===== config.mk =====
export PLATFORM = sky130hd
export DESIGN_NAME = uart_mmio_ctrl
export DESIGN_NICKNAME = d
export VERILOG_FILES = /design/src/rtl/cpu_periph_pkg.sv /design/src/rtl/uart_bit_timer.sv /design/src/rtl/uart_mmio_ctrl.sv
export SDC_FILE = /design/constraint.sdc
export NUM_CORES = 1
export LEC_CHECK = 0
export CAP_MARGIN = 20
export CORE_MARGIN = 2
export CORE_UTILIZATION = 40
export CTS_CLUSTER_DIAMETER = 120
export CTS_CLUSTER_SIZE = 16
export DETAILED_ROUTE_END_ITERATION = 12
export PLACE_DENSITY_LB_ADDON = 0.3
export SLEW_MARGIN = 25
export SYNTH_ARGS = -nofsm -noshare
export SYNTH_HDL_FRONTEND = slang
export SYNTH_SLANG_ARGS = --single-unit

===== constraint.sdc =====
create_clock -name clk -period 6 [get_ports clk]
set_input_delay 1.2 -clock clk [delete_from_list [all_inputs] [get_ports clk]]
set_output_delay 1.2 -clock clk [all_outputs]
set_load 0.005 [all_outputs]

===== src/rtl/cpu_periph_pkg.sv =====
// Shared definitions for the CPU peripheral bus: register map, UART control
// bit positions, UART FSM state encodings and default clock/baud figures.
package cpu_periph_pkg;

    localparam int DEFAULT_CLK_HZ = 50_000_000;
    localparam int DEFAULT_BAUD   = 9600;

    localparam logic [31:0] UART_TXD_ADDR = 32'h4000_0018;
    localparam logic [31:0] UART_RXD_ADDR = 32'h4000_001C;
    localparam logic [31:0] UART_CON_ADDR = 32'h4000_0020;

    localparam int CON_TX_IRQ_EN  = 0;
    localparam int CON_RX_IRQ_EN  = 1;
    localparam int CON_TX_DONE    = 2;
    localparam int CON_RX_DONE    = 3;
    localparam int CON_TX_BUSY    = 4;
    localparam int CON_RX_OVERRUN = 5;
    localparam int CON_FRAME_ERR  = 6;

    typedef enum logic [1:0] {
        TX_IDLE,
        TX_START,
        TX_DATA,
        TX_STOP
    } tx_state_t;

    typedef enum logic [2:0] {
        RX_IDLE,
        RX_START,
        RX_DATA,
        RX_STOP,
        RX_WAIT_HIGH
    } rx_state_t;

endpackage


===== src/rtl/uart_bit_timer.sv =====
// Baud-rate down-counter: ticks BAUD_DIV cycles after load (or BAUD_DIV/2 after
// half_load) and then every BAUD_DIV cycles until reloaded.
module uart_bit_timer
    import cpu_periph_pkg::*;
#(
    parameter int BAUD_DIV = DEFAULT_CLK_HZ / DEFAULT_BAUD
) (
    input  logic clk,
    input  logic rst_n,
    input  logic load,
    input  logic half_load,
    output logic tick
);
    localparam int W = $clog2(BAUD_DIV);
    localparam logic [W-1:0] FULL_RELOAD = W'(BAUD_DIV - 1);
    localparam logic [W-1:0] HALF_RELOAD = W'(BAUD_DIV / 2 - 1);

    logic [W-1:0] count;

    assign tick = (count == '0) && !load && !half_load;

    always_ff @(posedge clk or negedge rst_n) begin
        if (!rst_n) begin
            count <= '0;
        end else if (load) begin
            count <= FULL_RELOAD;
        end else if (half_load) begin
            count <= HALF_RELOAD;
        end else if (count == '0) begin
            count <= FULL_RELOAD;
        end else begin
            count <= count - 1'b1;
        end
    end

endmodule


===== src/rtl/uart_mmio_ctrl.sv =====
// Memory-mapped 8N1 UART: TXD/RXD/CON registers on the peripheral bus over
// independent RX and TX bit engines, with a registered completion interrupt.
module uart_mmio_ctrl
    import cpu_periph_pkg::*;
#(
    parameter int CLK_HZ = DEFAULT_CLK_HZ,
    parameter int BAUD   = DEFAULT_BAUD
) (
    input  logic        clk,
    input  logic        reset_b,
    input  logic        mem_read,
    input  logic        mem_write,
    input  logic [31:0] addr,
    input  logic [31:0] wdata,
    output logic [31:0] rdata,
    input  logic        uart_rxd,
    output logic        uart_txd,
    output logic        irq
);
    localparam int BAUD_DIV = CLK_HZ / BAUD;

    tx_state_t   tx_state;
    rx_state_t   rx_state;
    logic [7:0]  tx_data, tx_shift, rx_data, rx_shift;
    logic [2:0]  tx_bit_cnt, rx_bit_cnt;
    logic        tx_irq_en, rx_irq_en, tx_done, rx_done, tx_busy, rx_overrun, frame_err;
    logic        rxd_meta, rxd_sync, rxd_prev;
    logic        tx_tick, rx_tick, tx_load, rx_half_load;
    logic        sel_txd, sel_rxd, sel_con, con_read, con_write, txd_write;
    logic [31:0] con_value;
    logic [23:0] unused_wdata_hi;

    assign unused_wdata_hi = wdata[31:8];

    assign sel_txd   = (addr == UART_TXD_ADDR);
    assign sel_rxd   = (addr == UART_RXD_ADDR);
    assign sel_con   = (addr == UART_CON_ADDR);
    assign con_read  = mem_read && sel_con;
    assign con_write = mem_write && sel_con;
    assign txd_write = mem_write && sel_txd;

    assign tx_load      = (tx_state == TX_IDLE) && txd_write;
    assign rx_half_load = (rx_state == RX_IDLE) && rxd_prev && !rxd_sync;

    uart_bit_timer #(.BAUD_DIV(BAUD_DIV)) u_tx_timer (
        .clk      (clk),
        .rst_n    (reset_b),
        .load     (tx_load),
        .half_load(1'b0),
        .tick     (tx_tick)
    );

    uart_bit_timer #(.BAUD_DIV(BAUD_DIV)) u_rx_timer (
        .clk      (clk),
        .rst_n    (reset_b),
        .load     (1'b0),
        .half_load(rx_half_load),
        .tick     (rx_tick)
    );

    // rxd_prev trails the synchronized line by one cycle for falling-edge detection.
    always_ff @(posedge clk or negedge reset_b) begin
        if (!reset_b) begin
            rxd_meta <= 1'b1;
            rxd_sync <= 1'b1;
            rxd_prev <= 1'b1;
        end else begin
            rxd_meta <= uart_rxd;
            rxd_sync <= rxd_meta;
            rxd_prev <= rxd_sync;
        end
    end

    always_ff @(posedge clk or negedge reset_b) begin
        if (!reset_b) begin
            tx_irq_en <= 1'b0;
            rx_irq_en <= 1'b0;
        end else if (con_write) begin
            tx_irq_en <= wdata[CON_TX_IRQ_EN];
            rx_irq_en <= wdata[CON_RX_IRQ_EN];
        end
    end

    // Read-clear comes first so a completion on the same edge overrides it.
    always_ff @(posedge clk or negedge reset_b) begin
        if (!reset_b) begin
            tx_state   <= TX_IDLE;
            tx_data    <= '0;
            tx_shift   <= '0;
            tx_bit_cnt <= '0;
            tx_busy    <= 1'b0;
            tx_done    <= 1'b0;
            uart_txd   <= 1'b1;
        end else begin
            if (con_read) tx_done <= 1'b0;
            case (tx_state)
                TX_IDLE: begin
                    if (txd_write) begin
                        tx_data  <= wdata[7:0];
                        tx_shift <= wdata[7:0];
                        tx_busy  <= 1'b1;
                        uart_txd <= 1'b0;
                        tx_state <= TX_START;
                    end
                end
                TX_START: begin
                    if (tx_tick) begin
                        uart_txd   <= tx_shift[0];
                        tx_shift   <= tx_shift >> 1;
                        tx_bit_cnt <= '0;
                        tx_state   <= TX_DATA;
                    end
                end
                TX_DATA: begin
                    if (tx_tick) begin
                        if (tx_bit_cnt == 3'd7) begin
                            uart_txd <= 1'b1;
                            tx_state <= TX_STOP;
                        end else begin
                            uart_txd   <= tx_shift[0];
                            tx_shift   <= tx_shift >> 1;
                            tx_bit_cnt <= tx_bit_cnt + 1'b1;
                        end
                    end
                end
                TX_STOP: begin
                    if (tx_tick) begin
                        tx_busy  <= 1'b0;
                        tx_done  <= 1'b1;
                        tx_state <= TX_IDLE;
                    end
                end
                default: tx_state <= TX_IDLE;
            endcase
        end
    end

    always_ff @(posedge clk or negedge reset_b) begin
        if (!reset_b) begin
            rx_state   <= RX_IDLE;
            rx_data    <= '0;
            rx_shift   <= '0;
            rx_bit_cnt <= '0;
            rx_done    <= 1'b0;
            rx_overrun <= 1'b0;
            frame_err  <= 1'b0;
        end else begin
            if (con_read) begin
                rx_done    <= 1'b0;
                rx_overrun <= 1'b0;
                frame_err  <= 1'b0;
            end
            case (rx_state)
                RX_IDLE: begin
                    if (rx_half_load) rx_state <= RX_START;
                end
                RX_START: begin
                    if (rx_tick) begin
                        rx_bit_cnt <= '0;
                        rx_state   <= rxd_sync ? RX_IDLE : RX_DATA;
                    end
                end
                RX_DATA: begin
                    if (rx_tick) begin
                        rx_shift   <= {rxd_sync, rx_shift[7:1]};
                        rx_bit_cnt <= rx_bit_cnt + 1'b1;
                        if (rx_bit_cnt == 3'd7) rx_state <= RX_STOP;
                    end
                end
                RX_STOP: begin
                    if (rx_tick) begin
                        if (rxd_sync) begin
                            rx_data  <= rx_shift;
                            rx_done  <= 1'b1;
                            if (rx_done) rx_overrun <= 1'b1;
                            rx_state <= RX_IDLE;
                        end else begin
                            frame_err <= 1'b1;
                            rx_state  <= RX_WAIT_HIGH;
                        end
                    end
                end
                RX_WAIT_HIGH: begin
                    if (rxd_sync) rx_state <= RX_IDLE;
                end
                default: rx_state <= RX_IDLE;
            endcase
        end
    end

    always_ff @(posedge clk or negedge reset_b) begin
        if (!reset_b) irq <= 1'b0;
        else          irq <= (tx_irq_en && tx_done) || (rx_irq_en && rx_done);
    end

    always_comb begin
        con_value                 = '0;
        con_value[CON_TX_IRQ_EN]  = tx_irq_en;
        con_value[CON_RX_IRQ_EN]  = rx_irq_en;
        con_value[CON_TX_DONE]    = tx_done;
        con_value[CON_RX_DONE]    = rx_done;
        con_value[CON_TX_BUSY]    = tx_busy;
        con_value[CON_RX_OVERRUN] = rx_overrun;
        con_value[CON_FRAME_ERR]  = frame_err;
    end

    always_comb begin
        rdata = '0;
        if (mem_read) begin
            if (sel_txd)      rdata = {24'd0, tx_data};
            else if (sel_rxd) rdata = {24'd0, rx_data};
            else if (sel_con) rdata = con_value;
        end
    end

endmodule


==> impl_metrics.yaml, run 1 <==
placed_design:
  routabilityCongestion: 0.776
  port_buffers: 54
  place_inst: 574
  dp_hpwl_mm: 6.47
  dp_worst_setup_slack_ps: 1140
clocking:
  cts_resized: 0
  postCtsSetupBuffers: 0
  clk_path_buf_depth: 2
  cts_inserted_buffers: 9
  cts.sinks: 81
  h-tree-depth: 3
  cts_tree: "yes"
  clk_root_buffer_cell: "clkbuf_8"
  ctsHoldBuffers: 0
  clk_pin_slew_ps: 90
  insertion_delay_ps: 350
setup_path:
  slowest_delay_ps: 540
  endpoint_kind: "primary output"
  required_ps: 4800
  cp.arrival_ps: 3630
  crit_buf_inv: 2
  worst_setup_path_start_kind: "input pin"
  reg2reg_depth: 4
  r2r-start: "u_rx_timer.count[5]"
  crit_start: "addr[25]"
  crit_chain: "clkdlybuf4s50_1, nor4b_1, nand4_2, nor3b_2, a22oi_1, nor2b_1, clkdlybuf4s50_1"
  slowest_stage: "clkdlybuf4s50_1"
  path_depth: 7
  worstSetupPathType: "in2out"
  crit_top_cell: "clkdlybuf4s50_1"
  critPathTopFamily: "simple AND/OR/NAND/NOR gates"
  r2r-end: "rx_data[5]"
  crit_fanout: 7
  r2r_slack_ps: 3780
yosys:
  synth_edf_count: 0
  syn_avg_cell_area_um2: 11.3
  synth-seq-cells: 81
  synth-seq-area-share_pct: 46.1
  syn_inst: 391
  synth_ff_type: "dfrtp_1"
  synth_cell_types: 61
  synth_warnings: 0
  synthArstFlopShare_pct: 100
  syn_area_um2: 4410
sta:
  fin_crit_sh_pct: 80.6
  rsz0062_at_grt: "no"
  tightest_slew_ps: 839
  hold_viol_final: 0
  tns_ps: 0
  skew_ps: 12.1
  period_needed_ps: 4830
  max_freq_mhz: 207
  setup_violations: 0
  finalMaxSlewViolations: 0
  fin_ws_ps: 1170
  hold_slack_ps: 362
  slew_headroom_pct: 43.3
grt:
  grt_pass1_wl_mm: 15.0
  grt-ovfl-total: 0
  grt.total_usage_pct: 16.2
  antenna_found_initial: 0
  grt_pass1_vias: 3016
  grt_max_degree: 82
route:
  viasPerCell: 5.09
  totalWireLength_mm: 8.88
  drc: 0
  drt_iter0_drc: 98
  wire_per_inst_um: 15.1
  antenna_left: 0
  num_vias: 3002
  first_pass_iters: 4
floorplanning:
  rows: 38
  die_y_um: 109
  ios: 103
  fp.coreArea_um2: 10800
  die_w_um: 109
  initial_utilization_pct: 40.9
  die-area_um2: 11900
pwr:
  ir_drop_mv: 0.125
  finalPower_mw: 1.22
  power.leakage_nw: 2.30
  p_switching_uw: 334
  cell_internal_pwr_uw: 882
  clkPwrFrac_pct: 34.7
  swShare_pct: 27.5
  pwr-share-comb_pct: 13.5
  power_density_nw_per_um2: 236
  p_seq_share_pct: 51.8
run_status:
  outcome: "complete, no violations"
cells_and_area:
  multi_input_area_um2: 2160
  final-seq-area_um2: 2030
  drive_gt1_share_pct: 18.0
  instances_no_fill: 590
  nets: 527
  syn_to_final_growth_pct: 17.0
  diodes: 0
  nFillCells: 1004
run:
  cap_violations: 0
min_path:
  min_to: "rxd_sync"
  min_path_cells: 0
  hold_start: "rxd_meta"
  min_path_type: "reg2reg"
[layer usage]
| metal | vias up | wire length, µm | track usage, % |
|---|---|---|---|
| li1 | 1460 | - | - |
| met1 | 1475 | 4140 | 22.0 |
| met2 | 52 | 4310 | 25.7 |
| met3 | 15 | 250 | 3.23 |
| met4 | 0 | 182 | 5.95 |
| met5 | - | 0 | 0 |
[state kept, by name, indices dropped and copies added, names as in the netlist]
name and count:
frame_err 1, irq 1, rx_bit_cnt 3, rx_data 8
rx_done 1, rx_irq_en 1, rx_overrun 1, rx_shift 8
rx_state 3, rxd_meta 1, rxd_prev 1, rxd_sync 1
tx_bit_cnt 3, tx_busy 1, tx_data 8, tx_done 1
tx_irq_en 1, tx_shift 8, tx_state 2, u_rx_timer.count 13
u_tx_timer.count 13, uart_txd 1
[cell usage in the layout (no fill, tap or decap), types with 4 or more instances in the layout]
cell / netlist / routed
dfstp_2: 4 / 4
xnor2_1: 10 / 10
nor4_1: 10 / 10
xor2_1: 10 / 10
clkdlybuf4s50_1: 0 / 53
a22oi_1: 8 / 8
a21oi_1: 8 / 8
inv_1: 11 / 11
nand3_1: 14 / 14
clkbuf_8: 1 / 10
o21ai_0: 4 / 4
nand2_1: 26 / 26
a22o_1: 10 / 10
and3_1: 4 / 4
nor2b_1: 13 / 13
mux2_2: 39 / 39
conb_1: 1 / 24
o2bb2ai_1: 5 / 5
dfrtp_1: 77 / 77
or2_2: 4 / 4
a31oi_1: 5 / 5
ha_1: 13 / 13
nor2_1: 29 / 29
[worst register-to-register path: cells and delay by family, from the launching register on]
family	cells	cell delay (ps)
mux	1	360
simple gates	3	1290
flops	1	470
[how the worst max path moves through the flow]
stage | endpoint | slack (ps)
6_report | rdata[6] | 1170
5_1_grt | rdata[0] | 1020
3_3_place_gp | rdata[6] | 1280
4_1_cts | rdata[5] | 1140
3_5_place_dp | rdata[5] | 1140
2_1_floorplan | rdata[0] | 2400
[cells by family (layout without fill, tap and decap cells)]
| kind of cell | after synthesis | after routing | share of synthesized area, % |
|---|---|---|---|
| simple gates | 136 | 136 | 19.0 |
| flops | 81 | 81 | 46.1 |
| compound gates | 50 | 50 | 8.68 |
| mux | 45 | 45 | 11.6 |
| buf+inv | 45 | 81 | 6.89 |
| xor+xnor | 20 | 20 | 3.97 |
| fa+ha+maj | 13 | 13 | 3.69 |
| other cells | 1 | 24 | 0.0850 |
[Yosys cell counts, drive strengths merged, types with 10 or more instances]
cell type / number / area, µm²
dfrtp: 77 / 1930
ha: 13 / 163
nor2: 30 / 120
buf: 30 / 238
nor2b: 13 / 81.3
xnor2: 10 / 87.6
nand2: 26 / 97.6
a22o: 10 / 87.6
inv: 11 / 41.3
nor4: 13 / 118
mux2: 42 / 480
xor2: 10 / 87.6
nand3: 15 / 80.1
[area by class of cell]
class / instances / share of cell area, %
flip-flops and latches: 81 / 39.4
clock inverters: 6 / 1.41
multi-input cells: 288 / 41.9
clock buffers: 10 / 2.67
repair buffers: 54 / 10.5
inverters: 11 / 0.800
well taps: 140 / 3.39
[through the flow]
stage	area (µm²)	util, %
after floorplan	4500	-
after global placement	4950	45.8
after detailed placement	4950	45.8
after CTS	5160	47.8
after global routing	5160	47.8
final	5160	47.8
[power groups by stage]
stage	sequential, mW	clock [mW]	combinational (mW)
after floorplan	0.629	0	0.120
after global placement	0.639	0	0.161
after detailed placement	0.642	0	0.166
after CTS	0.631	0.439	0.166
after global routing	0.638	0.460	0.189
final	0.630	0.422	0.164
(Power assumes the default switching activity.)
==> run 2: changes to the inputs <==
==> constraint.sdc (replaced) <==
create_clock -name clk -period 3.9 [get_ports clk]
set_input_delay 0.78 -clock clk [delete_from_list [all_inputs] [get_ports clk]]
set_output_delay 0.78 -clock clk [all_outputs]
set_load 0.005 [all_outputs]
==> run 2 against run 1 <==
Against the previous run: combinational power up 55%; clock power grew 51%; critical endpoint unchanged; final cell count grew 0.68%; highest routed layer unchanged; sequential cell count unchanged; routed wire length fell by 3.9%.
==> impl_metrics.yaml, run 2 (synthesized netlist as in run 1, its figures left out) <==
run_status:
  outcome: "complete, no violations"
floorplanning:
  initial_utilization_pct: 40.9
  rows: 38
  ios: 103
  die_w_um: 109
  fp.coreArea_um2: 10800
  die_y_um: 109
  die-area_um2: 11900
grt:
  grt_pass1_vias: 2988
  grt_max_degree: 82
  grt-ovfl-total: 0
  antenna_found_initial: 0
  grt.total_usage_pct: 15.0
  grt_pass1_wl_mm: 14.2
setup_path:
  crit_buf_inv: 2
  r2r_slack_ps: 1680
  crit_chain: "clkdlybuf4s50_1, nor4_1, nand3_1, nor3b_4, a22oi_1, nor2b_1, clkdlybuf4s50_1"
  r2r-end: "rx_data[2]"
  slowest_stage: "clkdlybuf4s50_1"
  cp.arrival_ps: 2970
  critPathTopFamily: "simple AND/OR/NAND/NOR gates"
  endpoint_kind: "primary output"
  worstSetupPathType: "in2out"
  reg2reg_depth: 4
  crit_fanout: 7
  worst_setup_path_start_kind: "input pin"
  required_ps: 3120
  r2r-start: "u_rx_timer.count[5]"
  slowest_delay_ps: 540
  crit_top_cell: "clkdlybuf4s50_1"
clocking:
  clk_path_buf_depth: 2
  cts_inserted_buffers: 9
  cts.sinks: 81
  h-tree-depth: 3
  clk_pin_slew_ps: 90
  insertion_delay_ps: 360
  clk_root_buffer_cell: "clkbuf_8"
  cts_tree: "yes"
  ctsHoldBuffers: 0
route:
  wire_per_inst_um: 14.4
  totalWireLength_mm: 8.53
  wl_met3_um: 267
  num_vias: 3048
  viasPerCell: 5.13
  wl_met2_mm: 4.23
  first_pass_iters: 4
  antenna_left: 0
  routedLengthMet1_mm: 3.96
  drc: 0
  drt_iter0_drc: 136
  highest-signal-layer: "met4"
min_path:
  min_path_cells: 0
  hold_start: "rxd_meta"
  min_to: "rxd_sync"
  min_path_type: "reg2reg"
cells_and_area:
  layout_commonest_cell: "dfrtp_1"
  nets: 531
  diodes: 0
  final_cell_mix: "77 x dfrtp_1, 53 x clkdlybuf4s50_1, 39 x mux2_2"
  drive_gt1_share_pct: 19.6
  syn_to_final_growth_pct: 18.3
  largest_registers: "u_rx_timer.count x13, u_tx_timer.count x13"
pwr:
  power.leakage_nw: 2.31
  ir_drop_mv: 0.253
  finalPower_mw: 1.86
  power_density_nw_per_um2: 356
sta:
  slew_headroom_pct: 42.4
  tightest_slew_ps: 852
  finalMaxSlewViolations: 0
  rsz0062_at_grt: "no"
  setup_violations: 0
  max_freq_mhz: 266
  skew_ps: 14.1
  tns_ps: 0
  fin_crit_sh_pct: 96.3
  period_needed_ps: 3750
  hold_viol_final: 0
placed_design:
  routabilityCongestion: 0.780
  dp_hpwl_mm: 6.24
  port_buffers: 54
run:
  cap_violations: 0
run 2: through the flow:
step                hold WS, ps  area (µm²)  setup slack, ps  util (%)  std cells
detailed placement          349        4980             82.4      46.1        578
global placement            347        4980              113      46.1        578
CTS                         363        5180             82.4      48.0        594
finish                      361        5220              146      48.4        594
floorplan                   345        4500             1140         -        414
global route                369        5220             2.13      48.4        594
run 2: cell type report:
| type | instances | area [µm²] |
|---|---|---|
| Clock buffer | 9 | 124 |
| Timing Repair Buffer | 58 | 572 |
| Fill cell | 989 | 5570 |
| Tap cell | 140 | 175 |
| Clock inverter | 7 | 82.6 |
| Inverter | 11 | 41.3 |
| Sequential cell | 81 | 2030 |
| Multi-Input combinational cell | 288 | 2190 |
run 2: repair_timing:
item,in CTS,in global routing
buffers inserted,0,0
gates resized for setup,0,5
endpoints found under the setup margin,0,7
run 2: worst register-to-register path: stages (launching register included):
cell and delay (ps):
dfrtp_1 460, nor4_4 410, and4_1 540, nand4_2 350, mux2_2 360
run 2: worst max path at each step:
stage,startpoint,to,slack [ps],cells past startpoint
after floorplan,addr[25],rdata[0],1140,5
after global placement,addr[10],rdata[6],110,7
after detailed placement,addr[1],rdata[6],80,7
after CTS,addr[1],rdata[6],80,7
after global routing,addr[18],rdata[5],2,8
final,addr[10],rdata[6],150,7
run 2: power breakdown:
group	internal (mW)	leakage, nW	switching [mW]
clock	0.307	0.0988	0.330
combinational	0.136	1.18	0.119
sequential	0.900	1.04	0.0679
run 2: metal layers:
metal  vias up  GRT usage, %
met5         -             0
met4         0          4.03
met3         8          3.59
met2        40          24.5
met1      1527          20.0
li1       1473             -
==> run 3: changes to the inputs <==
--- a/config.mk
+++ b/config.mk
@@ -6,8 +6,8 @@
 export NUM_CORES = 1
 export LEC_CHECK = 0
 export CAP_MARGIN = 20
-export CORE_MARGIN = 2
-export CORE_UTILIZATION = 40
+export CORE_MARGIN = 4
+export CORE_UTILIZATION = 46
 export CTS_CLUSTER_DIAMETER = 120
 export CTS_CLUSTER_SIZE = 16
 export DETAILED_ROUTE_END_ITERATION = 12
==> run 3 against run 2 <==
Against the previous run: non-clock buffer count up 2; die area down 5.6%; maximum frequency fell by 0.84%; critical endpoint unchanged; largest power group unchanged.
==> impl_metrics.yaml, run 3 (synthesized netlist as in run 1, its figures left out) <==
setup_path:
  crit_chain: "clkdlybuf4s50_1, nor4_1, nand3_1, nor3b_4, a22oi_1, nor2b_1, clkdlybuf4s50_1"
  required_ps: 3120
  slowest_delay_ps: 510
  worstSetupPathType: "in2out"
  r2r-start: "u_rx_timer.count[5]"
  cp.arrival_ps: 3010
  slowest_stage: "clkdlybuf4s50_1"
  crit_fanout: 7
  worst_setup_path_start_kind: "input pin"
  crit_top_cell: "clkdlybuf4s50_1"
  endpoint_kind: "primary output"
  crit_start: "addr[6]"
run_status:
  outcome: "complete, no violations"
grt:
  grt_pass1_wl_mm: 14.6
  grt_pass1_vias: 3075
  grt_max_degree: 82
  antenna_found_initial: 0
  grt.total_usage_pct: 16.2
  grt-ovfl-total: 0
sta:
  tightest_slew_ps: 824
  rsz0062_at_grt: "no"
  setup_violations: 0
  hold_viol_final: 0
  skew_ps: 9.97
  max_freq_mhz: 264
  period_needed_ps: 3790
  slew_headroom_pct: 44.3
  fin_crit_sh_pct: 97.1
  finalMaxSlewViolations: 0
  tns_ps: 0
placed_design:
  routabilityCongestion: 0.821
  port_buffers: 54
  dp_hpwl_mm: 6.62
  place_inst: 569
cells_and_area:
  drive_gt1_share_pct: 19.7
  largest_registers: "u_rx_timer.count x13, u_tx_timer.count x13"
  final_cell_mix: "77 x dfrtp_1, 53 x clkdlybuf4s50_1, 39 x mux2_2"
  nets: 533
  final-seq-area_um2: 2030
  layout_commonest_cell: "dfrtp_1"
  multi_input_area_um2: 2190
  syn_to_final_growth_pct: 17.8
  instances_no_fill: 585
  nFillCells: 809
  diodes: 0
clocking:
  insertion_delay_ps: 350
  clk_pin_slew_ps: 90
  cts_inserted_buffers: 9
  cts.sinks: 81
  clk_path_buf_depth: 2
  clk_root_buffer_cell: "clkbuf_8"
  postCtsSetupBuffers: 0
  cts_tree: "yes"
  h-tree-depth: 3
route:
  totalWireLength_mm: 8.88
  routedLengthMet1_mm: 3.99
  wire_per_inst_um: 15.2
  viasPerCell: 5.19
  first_pass_iters: 4
  drt_iter0_drc: 147
  wl_met2_mm: 4.52
  num_vias: 3036
  drc: 0
  highest-signal-layer: "met4"
  antenna_left: 0
  wl_met3_um: 276
run:
  cap_violations: 0
floorplanning:
  initial_utilization_pct: 47.5
  die_w_um: 106
  die-area_um2: 11200
  rows: 35
  ios: 103
  die_y_um: 106
  fp.coreArea_um2: 9280
min_path:
  min_path_type: "reg2reg"
  hold_start: "rxd_meta"
pwr:
  power.leakage_nw: 2.32
  power_density_nw_per_um2: 346
  ir_drop_mv: 0.234
[run 3: power breakdown]
part	internal (mW)	switching, mW	leakage (nW)
Sequential	0.900	0.0696	1.04
Combinational	0.136	0.117	1.19
Clock	0.243	0.333	0.0923
Total	1.28	0.520	2.32
[run 3: path summary, 6_finish.rpt]
kind	to	slack [ps]	cells after the start
min in group asynchronous	u_tx_timer.count[0]	440	1
worst min register to register	rxd_sync	360	0
worst max register to register	rx_data[2]	1680	4
worst max-delay path	rdata[6]	110	7
worst min-delay path	rxd_sync	360	0
max in group asynchronous	tx_shift[3]	2950	1
[run 3: per-stage QoR]
| stage | hold slack (ps) | power [mW] | util [%] | instance area (µm²) | setup slack, ps |
|---|---|---|---|---|---|
| CTS | 365 | 1.83 | 55.6 | 5160 | 58.6 |
| finish | 363 | 1.80 | 55.9 | 5190 | 114 |
| global placement | 348 | 1.23 | 53.6 | 4980 | 53.4 |
| global route | 367 | 1.90 | 55.9 | 5190 | 21.6 |
| detailed placement | 352 | 1.24 | 53.6 | 4980 | 65.7 |
| floorplan | 345 | 1.15 | - | 4500 | 1140 |
[run 3: repair_timing]
item	4_1_cts	5_1_grt
hold buffers	0	0
endpoints found under the setup margin	0	7
resized for setup	0	4
hold endpoints to repair	0	0
[run 3: final cells by class]
type | instances | area share [%]
clock inverters | 7 | 1.20
repair buffers | 60 | 11.3
inverters | 11 | 0.795
clock buffers | 9 | 2.38
multi-input cells | 288 | 42.1
well taps | 129 | 3.11
flip-flops and latches | 81 | 39.1
[run 3: layer usage]
metal | vias up | GRT usage, %
met5 | - | 0
met4 | 0 | 3.70
met3 | 10 | 4.19
met2 | 43 | 26.6
met1 | 1493 | 21.7
li1 | 1490 | -
[run 3: worst max-delay path, delay by kind of cell]
| family | cells | cell delay, ps |
|---|---|---|
| buffers and inverters | 2 | 910 |
| AO/OA/AOI/OAI | 1 | 130 |
| AND/OR/NAND/NOR | 4 | 1180 |
